[src/rtl/sim_host_monitor_pkg.sv]
// Shared states and default addresses for the simulation host monitor.
package sim_host_monitor_pkg;

  typedef enum logic [1:0] {
    SIM_ST_RUN   = 2'd0,
    SIM_ST_DRAIN = 2'd1,
    SIM_ST_HALT  = 2'd2
  } sim_state_e;

  localparam int unsigned SIM_TOHOST_PASS = 1;

  localparam logic [63:0] SIM_TOHOST_ADDR_DEFAULT  = 64'h0000_F000;
  localparam logic [63:0] SIM_CONSOLE_ADDR_DEFAULT = 64'h0000_F004;

endpackage

[src/rtl/sim_host_monitor_fifo.sv]
// Synchronous FIFO with occupancy count; head data is read straight from the storage registers.
module sim_fifo #(
  parameter int WIDTH = 8,
  parameter int DEPTH = 16,
  localparam int AW   = $clog2(DEPTH)
) (
  input  logic             clk,
  input  logic             reset,
  input  logic             push,
  input  logic             pop,
  input  logic [WIDTH-1:0] wdata,
  output logic [WIDTH-1:0] rdata,
  output logic             full,
  output logic             empty,
  output logic [AW:0]      count
);

  logic [WIDTH-1:0] mem [DEPTH];
  logic [AW-1:0]    wr_ptr;
  logic [AW-1:0]    rd_ptr;
  logic             do_push;
  logic             do_pop;

  assign full    = (count == (AW+1)'(DEPTH));
  assign empty   = (count == '0);
  assign do_pop  = pop && !empty;
  // A full FIFO still takes a push when the head leaves in the same cycle.
  assign do_push = push && (!full || do_pop);
  assign rdata   = mem[rd_ptr];

  always_ff @(posedge clk or posedge reset) begin
    if (reset) begin
      wr_ptr <= '0;
      rd_ptr <= '0;
      count  <= '0;
      // NOTE: storage is reset too so the head byte reads 0 after reset rather than X.
      for (int i = 0; i < DEPTH; i++) mem[i] <= '0;
    end else begin
      if (do_push) begin
        mem[wr_ptr] <= wdata;
        wr_ptr      <= wr_ptr + AW'(1);
      end
      if (do_pop) rd_ptr <= rd_ptr + AW'(1);
      case ({do_push, do_pop})
        2'b10:   count <= count + (AW+1)'(1);
        2'b01:   count <= count - (AW+1)'(1);
        default: count <= count;
      endcase
    end
  end

endmodule

[src/rtl/sim_host_monitor.sv]
// Simulation host monitor: snoops tohost/console stores, buffers console bytes, counts, and halts.
module sim_host_monitor
  import sim_host_monitor_pkg::*;
#(
  parameter int               XLEN           = 32,
  parameter logic [XLEN-1:0]  TOHOST_ADDR    = XLEN'(SIM_TOHOST_ADDR_DEFAULT),
  parameter logic [XLEN-1:0]  CONSOLE_ADDR   = XLEN'(SIM_CONSOLE_ADDR_DEFAULT),
  parameter int               CON_DEPTH      = 16,
  parameter logic [63:0]      TIMEOUT_CYCLES = 64'd1000000
) (
  input  logic              clk,
  input  logic              reset,
  input  logic              st_valid,
  input  logic [XLEN-1:0]   st_addr,
  input  logic [XLEN-1:0]   st_data,
  input  logic [XLEN/8-1:0] st_be,
  input  logic              retire,
  output logic              con_valid,
  output logic [7:0]        con_data,
  input  logic              con_ready,
  output logic              con_overflow,
  output logic              halted,
  output logic              pass,
  output logic              timed_out,
  output logic [XLEN-1:0]   exit_code,
  output logic [63:0]       cycle_count,
  output logic [63:0]       instret_count
);

  localparam int CW = $clog2(CON_DEPTH) + 1;

  sim_state_e state;
  sim_state_e next_state;

  logic          in_run;
  logic          tohost_hit;
  logic          console_hit;
  logic          wd_fire;
  logic          fifo_push;
  logic          fifo_pop;
  logic          fifo_full;
  logic          fifo_empty;
  logic [CW-1:0] fifo_count;

  assign in_run      = (state == SIM_ST_RUN);
  assign tohost_hit  = in_run && st_valid && (st_addr == TOHOST_ADDR) && (&st_be) && st_data[0];
  assign console_hit = in_run && st_valid && (st_addr == CONSOLE_ADDR) && st_be[0];
  // A tohost hit in the watchdog cycle takes priority, so the timeout is masked.
  assign wd_fire     = in_run && (TIMEOUT_CYCLES != 64'd0) && !tohost_hit &&
                       (cycle_count == TIMEOUT_CYCLES - 64'd1);

  assign con_valid = !fifo_empty;
  assign fifo_pop  = con_valid && con_ready;
  assign fifo_push = console_hit;
  assign halted    = (state == SIM_ST_HALT);

  sim_fifo #(
    .WIDTH (8),
    .DEPTH (CON_DEPTH)
  ) u_con_fifo (
    .clk   (clk),
    .reset (reset),
    .push  (fifo_push),
    .pop   (fifo_pop),
    .wdata (st_data[7:0]),
    .rdata (con_data),
    .full  (fifo_full),
    .empty (fifo_empty),
    .count (fifo_count)
  );

  always_ff @(posedge clk or posedge reset) begin
    if (reset) state <= SIM_ST_RUN;
    else       state <= next_state;
  end

  always_comb begin
    // NOTE: default first so every path assigns next_state and no latch is inferred.
    next_state = state;
    case (state)
      SIM_ST_RUN:   if (tohost_hit || wd_fire) next_state = SIM_ST_DRAIN;
      SIM_ST_DRAIN: if (fifo_count == '0)      next_state = SIM_ST_HALT;
      SIM_ST_HALT:  next_state = SIM_ST_HALT;
      default:      next_state = SIM_ST_RUN;
    endcase
  end

  // NOTE: all clocked state below uses non-blocking assignments; the comb block above uses blocking.
  always_ff @(posedge clk or posedge reset) begin
    if (reset) begin
      cycle_count   <= '0;
      instret_count <= '0;
      pass          <= 1'b0;
      timed_out     <= 1'b0;
      exit_code     <= '0;
      con_overflow  <= 1'b0;
    end else begin
      if (in_run && !tohost_hit) begin
        cycle_count <= cycle_count + 64'd1;
        if (retire) instret_count <= instret_count + 64'd1;
      end
      if (tohost_hit) begin
        exit_code <= st_data >> 1;
        pass      <= (st_data == XLEN'(SIM_TOHOST_PASS));
      end else if (wd_fire) begin
        timed_out <= 1'b1;
        pass      <= 1'b0;
        exit_code <= '1;
      end
      if (console_hit && fifo_full && !fifo_pop) con_overflow <= 1'b1;
    end
  end

endmodule

[config.mk]
export PLATFORM = sky130hd
export DESIGN_NAME = sim_host_monitor
export DESIGN_NICKNAME = d
export VERILOG_FILES = /design/src/rtl/sim_host_monitor_pkg.sv /design/src/rtl/sim_host_monitor_fifo.sv /design/src/rtl/sim_host_monitor.sv
export SDC_FILE = /design/constraint.sdc
export NUM_CORES = 1
export LEC_CHECK = 0
export ABC_CLOCK_PERIOD_IN_PS = 11000
export CORE_ASPECT_RATIO = 0.8
export CORE_MARGIN = 3
export CORE_UTILIZATION = 39
export DETAILED_ROUTE_END_ITERATION = 10
export GPL_TIMING_DRIVEN = 0
export PLACE_DENSITY = 0.68
export SETUP_SLACK_MARGIN = 0.5
export SLEW_MARGIN = 20
export SYNTH_ARGS = -nofsm -noshare
export SYNTH_HDL_FRONTEND = slang
export SYNTH_SLANG_ARGS = --single-unit
[constraint.sdc]
create_clock -name clk -period 11 [get_ports clk]
set_input_delay 2.2 -clock clk [delete_from_list [all_inputs] [get_ports clk]]
set_output_delay 2.2 -clock clk [all_outputs]
set_load 0.05 [all_outputs]
After elaboration in Yosys (flattened, before gate mapping)
Cells that the tools add are included.
{"block": "op_classes", "n_addsub": 6, "magnitude_cmp": 3, "n_eq_ne": 11, "muxes": 14, "n_bitwise": 3, "n_reduce_logical": 28}
{"operator": "adder 64 x 1 -> 64 bit, second input constant", "count": 2}
{"operator": "bitwise mux 128 bit", "count": 1}
{"operator": "== test 32 x 16 -> 1 bit, second input constant", "count": 2}
{"operator": "== test 64 x 20 -> 1 bit, second input constant", "count": 1}
{"operator": "2-to-1 mux 32 bit", "count": 2}
{"operator": "binary-select mux 8 bit (select 4 bit)", "count": 1}
{"operator": "demux 8 bit (select 4 bit)", "count": 1}
{"operator": "== test 32 x 1 -> 1 bit, second input constant", "count": 1}
{"operator": "2-to-1 mux 8 bit", "count": 3}
{"operator": "logical AND 1 bit", "count": 14}
{"operator": ">= comparator 5 bit, second input constant", "count": 2}
{"operator": "NOT 4 -> 5 bit", "count": 2}
{"operator": "one-hot mux 5 bit (2 select lines)", "count": 1}
{"operator": "adder 4 x 1 -> 4 bit, second input constant", "count": 2}
{"operator": "one-hot mux 2 bit (3 select lines)", "count": 1}
{"operator": "AND reduction 2 bit", "count": 3}
{"operator": "adder 5 x 1 -> 5 bit, second input constant", "count": 1}
{"operator": "== test 5 bit, second input constant", "count": 1}
{"operator": "zero test 5 bit", "count": 1}
{"operator": "less-than comparator 5 x 1 -> 1 bit, second input constant", "count": 1}
{"operator": "subtractor 5 x 1 -> 5 bit, second input constant", "count": 1}
{"operator": "== test 2 x 1 -> 1 bit, second input constant", "count": 2}
{"operator": "== test 2 bit, second input constant", "count": 2}
{"operator": "zero test 1 bit", "count": 4}
{"operator": "other kinds (8)", "count": 13}
{"block": "word_totals", "reg_bits": 306, "in_bits": 73, "output_inout_bits": 173, "elab_cells": 91}

Longest topological paths before layout
Gate-level depths: netlist (run 1).
{"block": "logic_depth", "ltp_word": 11, "mapped_depth": 17, "ltp_nobuf": 15}

By module
A second synthesis (run 1) with hierarchy kept.
{"block": "unflattened", "cells_unflattened": 1199, "area_unflattened_um2": 14630.3}
{"module": "sim_host_monitor", "instances": 1, "cells_per_inst": 757, "area_each_um2": 7845.0, "seq_area_each_um2": 4129.0}
{"module": "sim_fifo", "instances": 1, "cells_per_inst": 442, "area_each_um2": 6785.3, "seq_area_each_um2": 3528.4}

Worst setup path before layout (run 1)
No wires, ideal clock.
{"block": "synth_timing", "path_kind": "input to register", "from": "in st_addr[29]", "to": "reg u_con_fifo.count[4]", "t_arrival_ns": 4.904, "required_ns": 10.875, "setup_slack_ns": 5.971, "cell_stages": 13, "path_buffers": 1, "path_cell_list": "or4_1 -> nor3_1 -> nand3_1 -> ha_1 -> clkbuf_1 -> xor2_1 -> ha_1 -> o21a_1 -> o22a_1 -> a21oi_1 -> xor2_1 -> nor2_1 -> xor2_1"}
{"block": "synth_via", "elab_chain_len": 6, "word_cells_on_any_way": 8}
{"item": "from (decl)", "line_no": "sim_host_monitor.sv:14", "rtl": "input logic [XLEN-1:0] st_addr,"}
{"item": "== test 32 x 16 -> 1 bit *", "line_no": "sim_host_monitor.sv:47", "rtl": "assign console_hit = in_run && st_valid && (st_addr == CONSOLE_ADDR) && st_be[0];"}
{"item": "logical AND 1 bit * (2 in series)", "line_no": "sim_host_monitor.sv:47"}
{"item": "logical AND 1 bit *", "line_no": "sim_host_monitor_fifo.sv:28", "rtl": "assign do_push = push && (!full || do_pop);"}
{"item": "== test 2 x 1 -> 1 bit or == test 2 bit (tied branches)", "line_no": "sim_host_monitor_fifo.sv:44", "rtl": "case ({do_push, do_pop})"}
{"item": "one-hot mux 5 bit (2 select lines) or nonzero test 2 bit (tied branches)"}
{"item": "to (signal assigned)", "line_no": "sim_host_monitor_fifo.sv:45", "rtl": "2'b10: count <= count + (AW+1)'(1);"}
{"item": "to (signal assigned)", "line_no": "sim_host_monitor_fifo.sv:46", "rtl": "2'b01: count <= count - (AW+1)'(1);"}
{"item": "to (signal assigned)", "line_no": "sim_host_monitor_fifo.sv:47", "rtl": "default: count <= count;"}
{"item": "to (decl)", "line_no": "sim_host_monitor_fifo.sv:15", "rtl": "output logic [AW:0] count"}
Mark *: on every way between the ends. The rest lies on a longest branch, timed or not.
A chain may end at the register's enable or synchronous reset.

Worst setup path after layout (run 1)
{"block": "layout_timing", "from": "reg u_con_fifo.rd_ptr[0]", "to": "out con_data[4]"}
{"block": "layout_via", "elab_chain_len": 4}
{"item": "from (decl)", "line_no": "sim_host_monitor_fifo.sv:20", "rtl": "logic [AW-1:0] rd_ptr;"}
{"item": "from (signal assigned)", "line_no": "sim_host_monitor_fifo.sv:43", "rtl": "if (do_pop) rd_ptr <= rd_ptr + AW'(1);"}
{"item": "NOT 4 -> 5 bit (not written as such)", "line_no": "sim_host_monitor_fifo.sv:29", "rtl": "assign rdata = mem[rd_ptr];"}
{"item": "binary-select mux 8 bit (select 4 bit)", "line_no": "sim_host_monitor_fifo.sv:29"}
{"item": "2-to-1 mux 8 bit (not written as such) (2 in series)", "line_no": "sim_host_monitor_fifo.sv:29"}
{"item": "to (decl)", "line_no": "sim_host_monitor.sv:19", "rtl": "output logic [7:0] con_data,"}
Every way passes these cells. The select of a mux whose other input is x is not followed.

==> flow_summary_export.csv, run 1 <==
group,metric,value,unit
hold_path,holdPathStages,1,
logic_synthesis,post_synthesis_mean_instance_area,12.62,sq um
cts,clock_latency,590,ps
die,die_width,219.2,um
sta,maxSlewViolCount,0,
logic_synthesis,netlist_top_cells_count,"sky130_fd_sc_hd__dfrtp_1 (306), sky130_fd_sc_hd__mux2_2 (118), sky130_fd_sc_hd__xnor2_1 (73)",
setup_path,worstPathArrival,3940,ps
logic_synthesis,postSynth.topFlopCell,"sky130_fd_sc_hd__dfrtp_1",
power,comb_power_share,0.098,
logic_synthesis,synth_top_area_cell,"sky130_fd_sc_hd__dfrtp_1",
cells_and_area,finalNetCount,1501,
route,finalWirelength,38760,um
run,cap_violations,0,
hold_path,hold_class,"flip-flop to flip-flop",
sta,max_slew_margin,0.2540,
global_route,overflow,0,
logic_synthesis,synth_area_leaders,"sky130_fd_sc_hd__dfrtp_1 (54%), sky130_fd_sc_hd__mux2_2 (9.4%), sky130_fd_sc_hd__mux4_2 (6.4%), sky130_fd_sc_hd__xnor2_1 (4.5%), sky130_fd_sc_hd__xor2_1 (4.1%)",
route,per_cell_routed_wire_length,20.34,um
setup_path,slowest_stage,"sky130_fd_sc_hd__clkdlybuf4s50_1",
cts,number_of_buffers_created_by_cts,31,
setup_path,reg2reg_from,"state[0]",
power,power.sequential.fraction,0.475,
logic_synthesis,synth.most_common_cell,"sky130_fd_sc_hd__dfrtp_1",
placement,place_ws,4988,ps
sta,period_needed,6140,ps
setup_path,cp_max_fo,10,
die,floorplan.rows,61,
global_route,groute.usage.overall,0.1996,
setup_path,reg2reg_to,"u_con_fifo.count[4]",
cts,post-cts-setup-buffers,0,
placement,post-dp-hpwl,27950,um
die,die_area,0.03870,sq mm
power,vdd_drop_max,0.0001134,V
sta,max_clock_freq,162.9,MHz
cts,cts-root-buf,"sky130_fd_sc_hd__clkbuf_16",
setup_path,reg2reg_setup_slack,6620,ps
logic_synthesis,number_of_enable_type_register_cells_in_the_synthesized_netlist,0,
die,die_h,176.6,um
setup_path,worst-setup-path-type,"flip-flop to output port",
route,routed-via-count,10170,
logic_synthesis,ys_seq_elements,306,
die,i_o_pin_cnt,246,
global_route,first_global_vias,10240,
cts,cts.hold.buffers_added,0,
status,run_status,"completed",
sta,post-route-period-util,0.5582,
logic_synthesis,synth-seq-area-share,0.5400,
cells_and_area,final_core_util,0.5234,
cts,cts_tree,"yes",
power,switchingPower,0.6159,mW
cts,cts_repair_resize_count,0,
cts,ctsHtreeMaxLevel,1,
setup_path,category_of_the_worst_setup_path_capture_point,"output port",
power,swShare,0.2511,
logic_synthesis,syn-num-nets,1212,
cells_and_area,antenna_cells_inserted,0,
global_route,grt_first_pass_wirelength,60530,um
global_route,number_of_antenna_violations_at_the_first_check_in_global_routing,0,
setup_path,worst_path_largest_cell_delay,730,ps
die,core-area,0.03526,sq mm
route,detailedRoute.firstPassIterationCount,4,
logic_synthesis,synth_largest_type_area_fraction,0.5400,
global_route,grt_start_max_net_pins,34,
cells_and_area,synthToLayoutAreaGrowth,30.14,%
logic_synthesis,postSynthCellCount,1124,
power,leakage,7.805,nW
sta,final-setup-viol-count,0,
hold_path,min_delay_worst_endpoint,"instret_count[63]",
cts,tritoncts_num_sinks,306,
route,drt.antenna.violating_nets,0,
cells_and_area,drive_gt1_frac,0.1702,
sta,finalHoldViolations,0,
sta,skew,23.70,ps
placement,routability_congestion_estimate_from_global_placement,0.8257,
cts,clk_pin_slew,60,ps
logic_synthesis,yosysUniqueCellTypes,47,
power,p_clk_frac,0.428,
power,power.density_cell_area,132.9,mW/mm^2
cells_and_area,area_occupied_by_multi_input_gates,0.006208,sq mm
route,vias_per_cell,5.337,
sta,worstMarginPinSlew,1113,ps
power,intPower,1.837,mW
placement,io_buffers,245,
sta,worst_hold_margin,468.2,ps
route,dr.first_iter.drc_count,631,
sta,setup_tns,0,ps
setup_path,startpoint_type_of_the_worst_setup_path,"flip-flop",
logic_synthesis,synth-warning-count,0,
setup_path,reg2regPathDepth,17,
die,initial_core_utilization,0.4022,
cells_and_area,seqCellArea,0.007657,sq mm
sta,rsz0062_at_grt,"false",
logic_synthesis,synth_area,0.01418,sq mm
logic_synthesis,synth_async_sr_flop_share,1.000,
sta,post-route-worst-setup-slack,4860,ps
route,route.detailed.drc,0,
cells_and_area,fill_cells,3058,
cts,clockBufferDepth,3,
hold_path,hold_start,"instret_count[63]",
setup_path,crit_path_cell_trace,"clkbuf_1 -> clkbuf_1 -> mux4_2 -> mux4_2 -> clkdlybuf4s50_1",
setup_path,critPathRequiredTime,8800,ps
-- worst max-delay path by stage --
stage,slack (ps),from,endpoint
floorplan,4730,reset,con_overflow
global placement,2550,reset,cycle_count[18]
detailed placement,4990,st_addr[1],u_con_fifo.count[4]
CTS,4590,u_con_fifo.rd_ptr[0],con_data[7]
global route,4710,u_con_fifo.rd_ptr[0],con_data[4]
finish,4860,u_con_fifo.rd_ptr[0],con_data[4]
-- registers in the layout (all words and copies together) (netlist names) --
signal             flops
u_con_fifo.wr_ptr      4
timed_out              1
exit_code             32
cycle_count           64
u_con_fifo.rd_ptr      4
pass                   1
u_con_fifo.mem       128
state                  2
u_con_fifo.count       5
instret_count         64
con_overflow           1
-- metrics by stage --
| stage | instances | power (mW) | instance area [sq um] |
|---|---|---|---|
| 2_1_floorplan | 1124 | 1.316 | 14180 |
| 3_3_place_gp | 1841 | 1.414 | 17230 |
| 3_5_place_dp | 1852 | 1.425 | 17450 |
| 4_1_cts | 1906 | 2.480 | 18450 |
| 5_1_grt | 1906 | 2.546 | 18460 |
| 6_report | 1906 | 2.453 | 18460 |
-- power by group through the flow --
stage / Combinational [mW] / Clock (mW) / Sequential, mW
finish: 0.239 / 1.05 / 1.16
detailed placement: 0.240 / 0 / 1.18
CTS: 0.241 / 1.07 / 1.16
floorplan: 0.0772 / 0 / 1.24
global route: 0.254 / 1.12 / 1.17
global placement: 0.229 / 0 / 1.18
-- logic make-up after synthesis --
kind of cell | count (synthesis) | share of synthesized area
simple gates | 365 | 0.1431
compound gates | 44 | 0.02523
flops | 306 | 0.5400
fa+ha+maj | 15 | 0.01323
mux | 174 | 0.1699
buf+inv | 81 | 0.02268
xor+xnor | 139 | 0.08585
-- layout make-up --
type,instances,share of cell area
repair buffers,256,0.1448
well taps,472,0.03200
clock buffers,45,0.04814
clock inverters,9,0.005966
plain buffers,54,0.01207
flip-flops and latches,306,0.4149
multi-input cells,737,0.3364
inverters,27,0.005695
-- cell usage in the layout, fill, tap and decap left out, types with 4 or more instances in the layout --
cell                              instances
sky130_fd_sc_hd__clkbuf_8                 6
sky130_fd_sc_hd__nor4b_1                  4
sky130_fd_sc_hd__mux2_1                  16
sky130_fd_sc_hd__mux2_2                 118
sky130_fd_sc_hd__xnor2_1                 73
sky130_fd_sc_hd__clkdlybuf4s50_1        245
sky130_fd_sc_hd__clkbuf_16               31
sky130_fd_sc_hd__nand3_1                 46
sky130_fd_sc_hd__ha_1                    15
sky130_fd_sc_hd__nor4_1                  30
sky130_fd_sc_hd__and3_1                  17
sky130_fd_sc_hd__nand4_1                 43
sky130_fd_sc_hd__inv_1                   26
sky130_fd_sc_hd__dfrtp_1                306
sky130_fd_sc_hd__buf_1                    8
sky130_fd_sc_hd__nor3_2                  14
sky130_fd_sc_hd__clkbuf_1                48
sky130_fd_sc_hd__xor2_1                  66
sky130_fd_sc_hd__o22a_1                  32
sky130_fd_sc_hd__nand2b_1                 5
sky130_fd_sc_hd__mux4_2                  40
sky130_fd_sc_hd__or3_1                    6
sky130_fd_sc_hd__and4_1                   6
sky130_fd_sc_hd__clkinv_2                 6
sky130_fd_sc_hd__nor2_1                  44
sky130_fd_sc_hd__nor3_1                  42
sky130_fd_sc_hd__and2_1                   7
sky130_fd_sc_hd__buf_12                   8
sky130_fd_sc_hd__or4_1                   15
sky130_fd_sc_hd__nand2_1                 71
-- worst max-delay path: cells and delay by family, from the launching register on --
family,cells,cell delay (ps)
buf+inv,3,1900
mux,2,1110
flops,1,350
-- metal layers --
| layer | vias to the layer above | GRT usage | share of wire |
|---|---|---|---|
| met5 | - | 0 | 0 |
| li1 | 4648 | - | - |
| met3 | 60 | 0.04267 | 0.065 |
| met1 | 5171 | 0.2948 | 0.47 |
| met4 | 0 | 0.05074 | 0.025 |
| met2 | 293 | 0.3003 | 0.44 |
No activity file was read; power rests on OpenSTA's default activity.
==> run 2: changes to the inputs <==
ABC_CLOCK_PERIOD_IN_PS = 5200   (was 11000)
clock period = 5.2 ns   (was 11 ns; I/O delays follow)
==> run 2 against run 1 <==
Effect of this change:
- via count rose by 0.12%
- non-clock buffer count unchanged
- global-route usage about the same
- sequential power increased by 110%
- clock skew about the same
- final area hardly changed
- sequential cell count did not move
- cell count stayed put
- clock power increased by 110%
- worst hold slack is essentially flat
- critical path type unchanged
- largest power group unchanged
- highest routed layer unchanged
==> flow_summary_export.csv, run 2 (synthesized netlist as in run 1, its figures left out) <==
group,metric,value,unit
status,run_status,"completed",
sta,max_clock_freq,223.1,MHz
sta,worstMarginPinSlew,1134,ps
setup_path,worstPathArrival,3440,ps
global_route,first_global_vias,10240,
global_route,gr-max-usage-layer,"met2",
sta,period_needed,4482,ps
cells_and_area,drive_gt1_frac,0.1743,
sta,rsz0062_at_grt,"false",
setup_path,category_of_the_worst_setup_path_capture_point,"output port",
setup_path,crit_path_cell_trace,"clkbuf_1 -> clkbuf_2 -> mux4_2 -> mux4_2 -> clkdlybuf4s50_1",
placement,total_placed_cells_including_tap_cells,1852,
sta,setup_tns,0,ps
cts,ctsHtreeMaxLevel,1,
setup_path,slowest_stage,"sky130_fd_sc_hd__clkdlybuf4s50_1",
setup_path,worst_path_largest_cell_delay,730,ps
global_route,grt_first_pass_wirelength,60510,um
cells_and_area,max_flop_register,"u_con_fifo.mem",
placement,place_ws,348.5,ps
power,power.density_cell_area,280.8,mW/mm^2
cells_and_area,synthToLayoutAreaGrowth,30.25,%
cts,clk_pin_slew,60,ps
cts,post-cts-setup-buffers,0,
cts,clockBufferDepth,3,
global_route,grt_util_met1,0.2950,
sta,post-route-period-util,0.8620,
setup_path,reg2reg_setup_slack,910,ps
cells_and_area,finish.instance_area,0.01847,sq mm
setup_path,critical_path_buf_inv_count,3,
placement,io_buffers,245,
die,die_h,176.6,um
setup_path,critPathRequiredTime,4160,ps
sta,skew,23.54,ps
route,detailedRoute.firstPassIterationCount,4,
cells_and_area,max_reg_flops,128,
placement,routability_congestion_estimate_from_global_placement,0.8257,
die,initial_core_utilization,0.4022,
sta,final-setup-viol-count,0,
die,core-area,0.03526,sq mm
route,drt.antenna.violating_nets,0,
route,routed-via-count,10180,
cts,cts_tree,"yes",
die,die_area,0.03870,sq mm
route,vias_per_cell,5.343,
cells_and_area,largest_registers,"u_con_fifo.mem x128, cycle_count x64, instret_count x64",
cells_and_area,mostFrequentLayoutCell,"sky130_fd_sc_hd__dfrtp_1",
route,route.detailed.drc,0,
sta,max_slew_margin,0.2399,
die,die_width,219.2,um
setup_path,worst-setup-path-type,"flip-flop to output port",
route,finalWirelength,38740,um
cts,number_of_buffers_created_by_cts,31,
setup_path,crit_top_cell,"sky130_fd_sc_hd__mux4_2",
global_route,overflow,0,
global_route,grt_start_max_net_pins,34,
cts,cts-root-buf,"sky130_fd_sc_hd__clkbuf_16",
hold_path,holdPathStages,1,
cts,tritoncts_num_sinks,306,
sta,post-route-worst-setup-slack,717.7,ps
sta,finalHoldViolations,0,
placement,post-dp-hpwl,27950,um
cells_and_area,post_layout_nonfiller_instances,1906,
global_route,grt_use_met2,0.2996,
setup_path,reg2reg_to,"u_con_fifo.count[4]",
setup_path,critical_path.top_delay_family,"buffers and inverters",
hold_path,min_delay_worst_endpoint,"instret_count[63]",
cells_and_area,fill_cells,3056,
setup_path,reg2reg_from,"state[0]",
setup_path,cp_max_fo,10,
cells_and_area,layout_common_cells,"sky130_fd_sc_hd__dfrtp_1 (306), sky130_fd_sc_hd__clkdlybuf4s50_1 (245), sky130_fd_sc_hd__mux2_2 (118)",
hold_path,hold_start,"instret_count[63]",
cells_and_area,final_core_util,0.5238,
global_route,groute.usage.overall,0.1995,
power,p_total,5.187,mW
setup_path,timing.critical_path.from,"u_con_fifo.rd_ptr[1]",
sta,worst_hold_margin,468.2,ps
hold_path,hold_class,"flip-flop to flip-flop",
global_route,number_of_antenna_violations_at_the_first_check_in_global_routing,0,
global_route,grt_util_met3,0.04267,
die,floorplan.rows,61,
setup_path,startpoint_type_of_the_worst_setup_path,"flip-flop",
power,vdd_drop_max,0.0002397,V
cells_and_area,finalNetCount,1501,
run,cap_violations,0,
route,dr.first_iter.drc_count,643,
route,per_cell_routed_wire_length,20.33,um
placement,total_cell_area_at_the_placement_stage,0.01745,sq mm
cts,clock_latency,580,ps
power,leakage,7.825,nW
cells_and_area,antenna_cells_inserted,0,
die,i_o_pin_cnt,246,
setup_path,reg2regPathDepth,17,
sta,maxSlewViolCount,0,
-- run 2: worst max path at each step --
stage | to | slack, ps | cells past startpoint
2_1_floorplan | con_overflow | 90 | 1
3_3_place_gp | cycle_count[18] | -2090 | 2
5_1_grt | u_con_fifo.count[4] | 560 | 17
3_5_place_dp | u_con_fifo.count[4] | 350 | 15
4_1_cts | con_data[0] | 680 | 5
6_report | con_data[0] | 720 | 5
-- run 2: per-layer routing --
| layer | vias to the layer above | wire, um |
|---|---|---|
| met4 | 0 | 984 |
| met3 | 60 | 2452 |
| met1 | 5203 | 18200 |
| met5 | - | 0 |
| met2 | 274 | 17110 |
| li1 | 4647 | - |
-- run 2: area by class of cell --
class                           instances  area, sq um  share of cell area
Clock inverter                          9        110.1            0.005961
Clock buffer                           45        888.4             0.04809
Timing Repair Buffer                  256         2673              0.1447
Buffer                                 54        234.0             0.01267
Multi-Input combinational cell        737         6213              0.3364
Sequential cell                       306         7657              0.4145
Inverter                               27        105.1            0.005690
Tap cell                              472        590.6             0.03197
-- run 2: repair_timing --
item | in CTS | in global routing
pin swaps | 0 | 0
gates cloned | 0 | 0
hold endpoints to repair | 0 | 0
setup endpoints to repair | 8 | 1
gates resized for setup | 15 | 1
hold buffers | 0 | 0
-- run 2: power breakdown --
group | internal, mW | switching (mW) | leakage [nW]
clock | 1.28 | 0.938 | 0.496
combinational | 0.190 | 0.318 | 3.44
sequential | 2.42 | 0.0447 | 3.89
total | 3.89 | 1.30 | 7.82
==> run 3: changes to the inputs <==
CORE_MARGIN = default   (was 3)
SLEW_MARGIN = default   (was 20)
==> run 3 against run 2 <==
Effect of this change:
- critical path depth unchanged
- largest cell class unchanged
- highest routed layer unchanged
- register-to-register slack better by 140 ps
- combinational power down 2%
- first-iteration DRC count down 3.3%
- cell count up 0.89%
- sequential share of layout area down 0.51 points
- power up 7.1%
- non-clock buffer count up 1
- fmax down 0.37%
- clock power up 17%
- sequential power about the same
- setup slack worse by 17 ps
==> flow_summary_export.csv, run 3 (synthesized netlist as in run 1, its figures left out) <==
group,metric,value,unit
placement,post-dp-hpwl,27080,um
route,per_cell_routed_wire_length,19.36,um
route,drt.antenna.violating_nets,0,
cts,number_of_buffers_created_by_cts,35,
placement,io_buffers,245,
setup_path,reg2regPathDepth,18,
hold_path,min_delay_worst_endpoint,"instret_count[63]",
cells_and_area,drive_gt1_frac,0.1823,
sta,post-route-period-util,0.8652,
sta,setup_tns,0,ps
sta,skew,26.34,ps
cells_and_area,max_flop_register,"u_con_fifo.mem",
die,initial_core_utilization,0.3957,
setup_path,startpoint_type_of_the_worst_setup_path,"flip-flop",
sta,period_needed,4499,ps
route,detailedRoute.firstPassIterationCount,5,
power,vdd_drop_max,0.0002208,V
cells_and_area,synthToLayoutAreaGrowth,31.89,%
global_route,groute.usage.overall,0.2044,
sta,maxSlewViolCount,0,
setup_path,category_of_the_worst_setup_path_capture_point,"output port",
cells_and_area,antenna_cells_inserted,0,
global_route,grt_start_max_net_pins,43,
sta,finalHoldViolations,0,
global_route,overflow,0,
cts,cts.hold.buffers_added,0,
hold_path,holdPathStages,1,
cts,clock_latency,540,ps
placement,place_ws,270.3,ps
cts,clk_pin_slew,60,ps
power,leakage,7.925,nW
die,die_h,172.6,um
cts,cts_tree,"yes",
die,die_width,215.2,um
hold_path,hold_start,"instret_count[63]",
setup_path,reg2reg_from,"state[0]",
cells_and_area,finalNetCount,1506,
route,routed-via-count,10250,
hold_path,hold_class,"flip-flop to flip-flop",
sta,post-route-worst-setup-slack,701.2,ps
cts,clockBufferDepth,3,
global_route,grt_first_pass_wirelength,60220,um
setup_path,reg2reg_to,"u_con_fifo.count[4]",
cells_and_area,max_reg_flops,128,
cells_and_area,largest_registers,"u_con_fifo.mem x128, cycle_count x64, instret_count x64",
sta,max_clock_freq,222.3,MHz
sta,worst_hold_margin,474.0,ps
cts,cts-root-buf,"sky130_fd_sc_hd__clkbuf_16",
cells_and_area,layout_common_cells,"sky130_fd_sc_hd__dfrtp_1 (306), sky130_fd_sc_hd__clkdlybuf4s50_1 (245), sky130_fd_sc_hd__mux2_2 (118)",
setup_path,cp_max_fo,10,
cells_and_area,final_core_util,0.5219,
sta,worstMarginPinSlew,1011,ps
sta,rsz0062_at_grt,"false",
placement,routability_congestion_estimate_from_global_placement,0.8528,
die,i_o_pin_cnt,246,
setup_path,worst-setup-path-type,"flip-flop to output port",
status,run_status,"completed",
setup_path,critPathRequiredTime,4160,ps
route,vias_per_cell,5.332,
die,floorplan.rows,62,
sta,max_slew_margin,0.3207,
route,dr.first_iter.drc_count,622,
global_route,first_global_vias,10640,
die,core-area,0.03584,sq mm
die,die_area,0.03713,sq mm
run,cap_violations,0,
cells_and_area,finish.instance_area,0.01870,sq mm
placement,total_cell_area_at_the_placement_stage,0.01743,sq mm
cts,ctsHtreeMaxLevel,2,
setup_path,reg2reg_setup_slack,1050,ps
cts,tritoncts_num_sinks,306,
route,route.detailed.drc,0,
power,power.density_cell_area,297.1,mW/mm^2
cells_and_area,mostFrequentLayoutCell,"sky130_fd_sc_hd__dfrtp_1",
global_route,number_of_antenna_violations_at_the_first_check_in_global_routing,0,
sta,final-setup-viol-count,0,
setup_path,worstPathArrival,3460,ps
route,finalWirelength,37230,um
==> run 3: worst max path at each step <==
| stage | endpoint | slack (ps) | startpoint | cells past startpoint |
|---|---|---|---|---|
| final | con_data[2] | 700 | u_con_fifo.rd_ptr[1] | 5 |
| after global placement | u_con_fifo.mem[104] | -2080 | reset | 2 |
| after detailed placement | u_con_fifo.count[4] | 270 | st_addr[8] | 15 |
| after floorplan | con_overflow | 90 | reset | 1 |
| after CTS | con_data[0] | 510 | u_con_fifo.rd_ptr[1] | 5 |
| after global routing | con_data[2] | 580 | u_con_fifo.rd_ptr[1] | 5 |
==> run 3: area by class of cell <==
type                    instances  area, sq um
repair buffers                257         2655
clock buffers                  48         1015
inverters                      27        105.1
flip-flops and latches        306         7657
plain buffers                  54        236.5
multi-input cells             737         6213
well taps                     480        600.6
fillers                      3137        17140
clock inverters                14        220.2
==> run 3: worst max-delay path, stage by stage, from the launching register on <==
cell and delay, ps:
sky130_fd_sc_hd__dfrtp_1 340, sky130_fd_sc_hd__clkbuf_1 460, sky130_fd_sc_hd__clkbuf_2 470, sky130_fd_sc_hd__mux4_2 390, sky130_fd_sc_hd__mux4_2 520, sky130_fd_sc_hd__clkdlybuf4s50_1 720
==> run 3: timing repair <==
item                       4_1_cts  5_1_grt
buffers inserted                 0        2
gates resized for setup         14        4
hold endpoints to repair         0        0
gates cloned                     0        0
pin swaps                        0        1
setup endpoints to repair        8        9
==> run 3: through the flow <==
step	power [mW]	cells
6_report	5.557	1923
5_1_grt	5.760	1923
4_1_cts	5.631	1921
3_5_place_dp	3.007	1859
3_3_place_gp	2.986	1849
2_1_floorplan	2.784	1124
==> run 3: metal layers <==
layer  wire [um]  global-route usage
met1       16880              0.2912
met4        1018             0.05999
met3        2642             0.05365
met2       16690              0.3066
met5           0                   0
==> run 3: where the power goes <==
| group | switching, mW | total [mW] | internal (mW) |
|---|---|---|---|
| Sequential | 0.0467 | 2.47 | 2.42 |
| Clock | 1.01 | 2.59 | 1.58 |
| Combinational | 0.311 | 0.498 | 0.187 |
| Total | 1.37 | 5.56 | 4.19 |
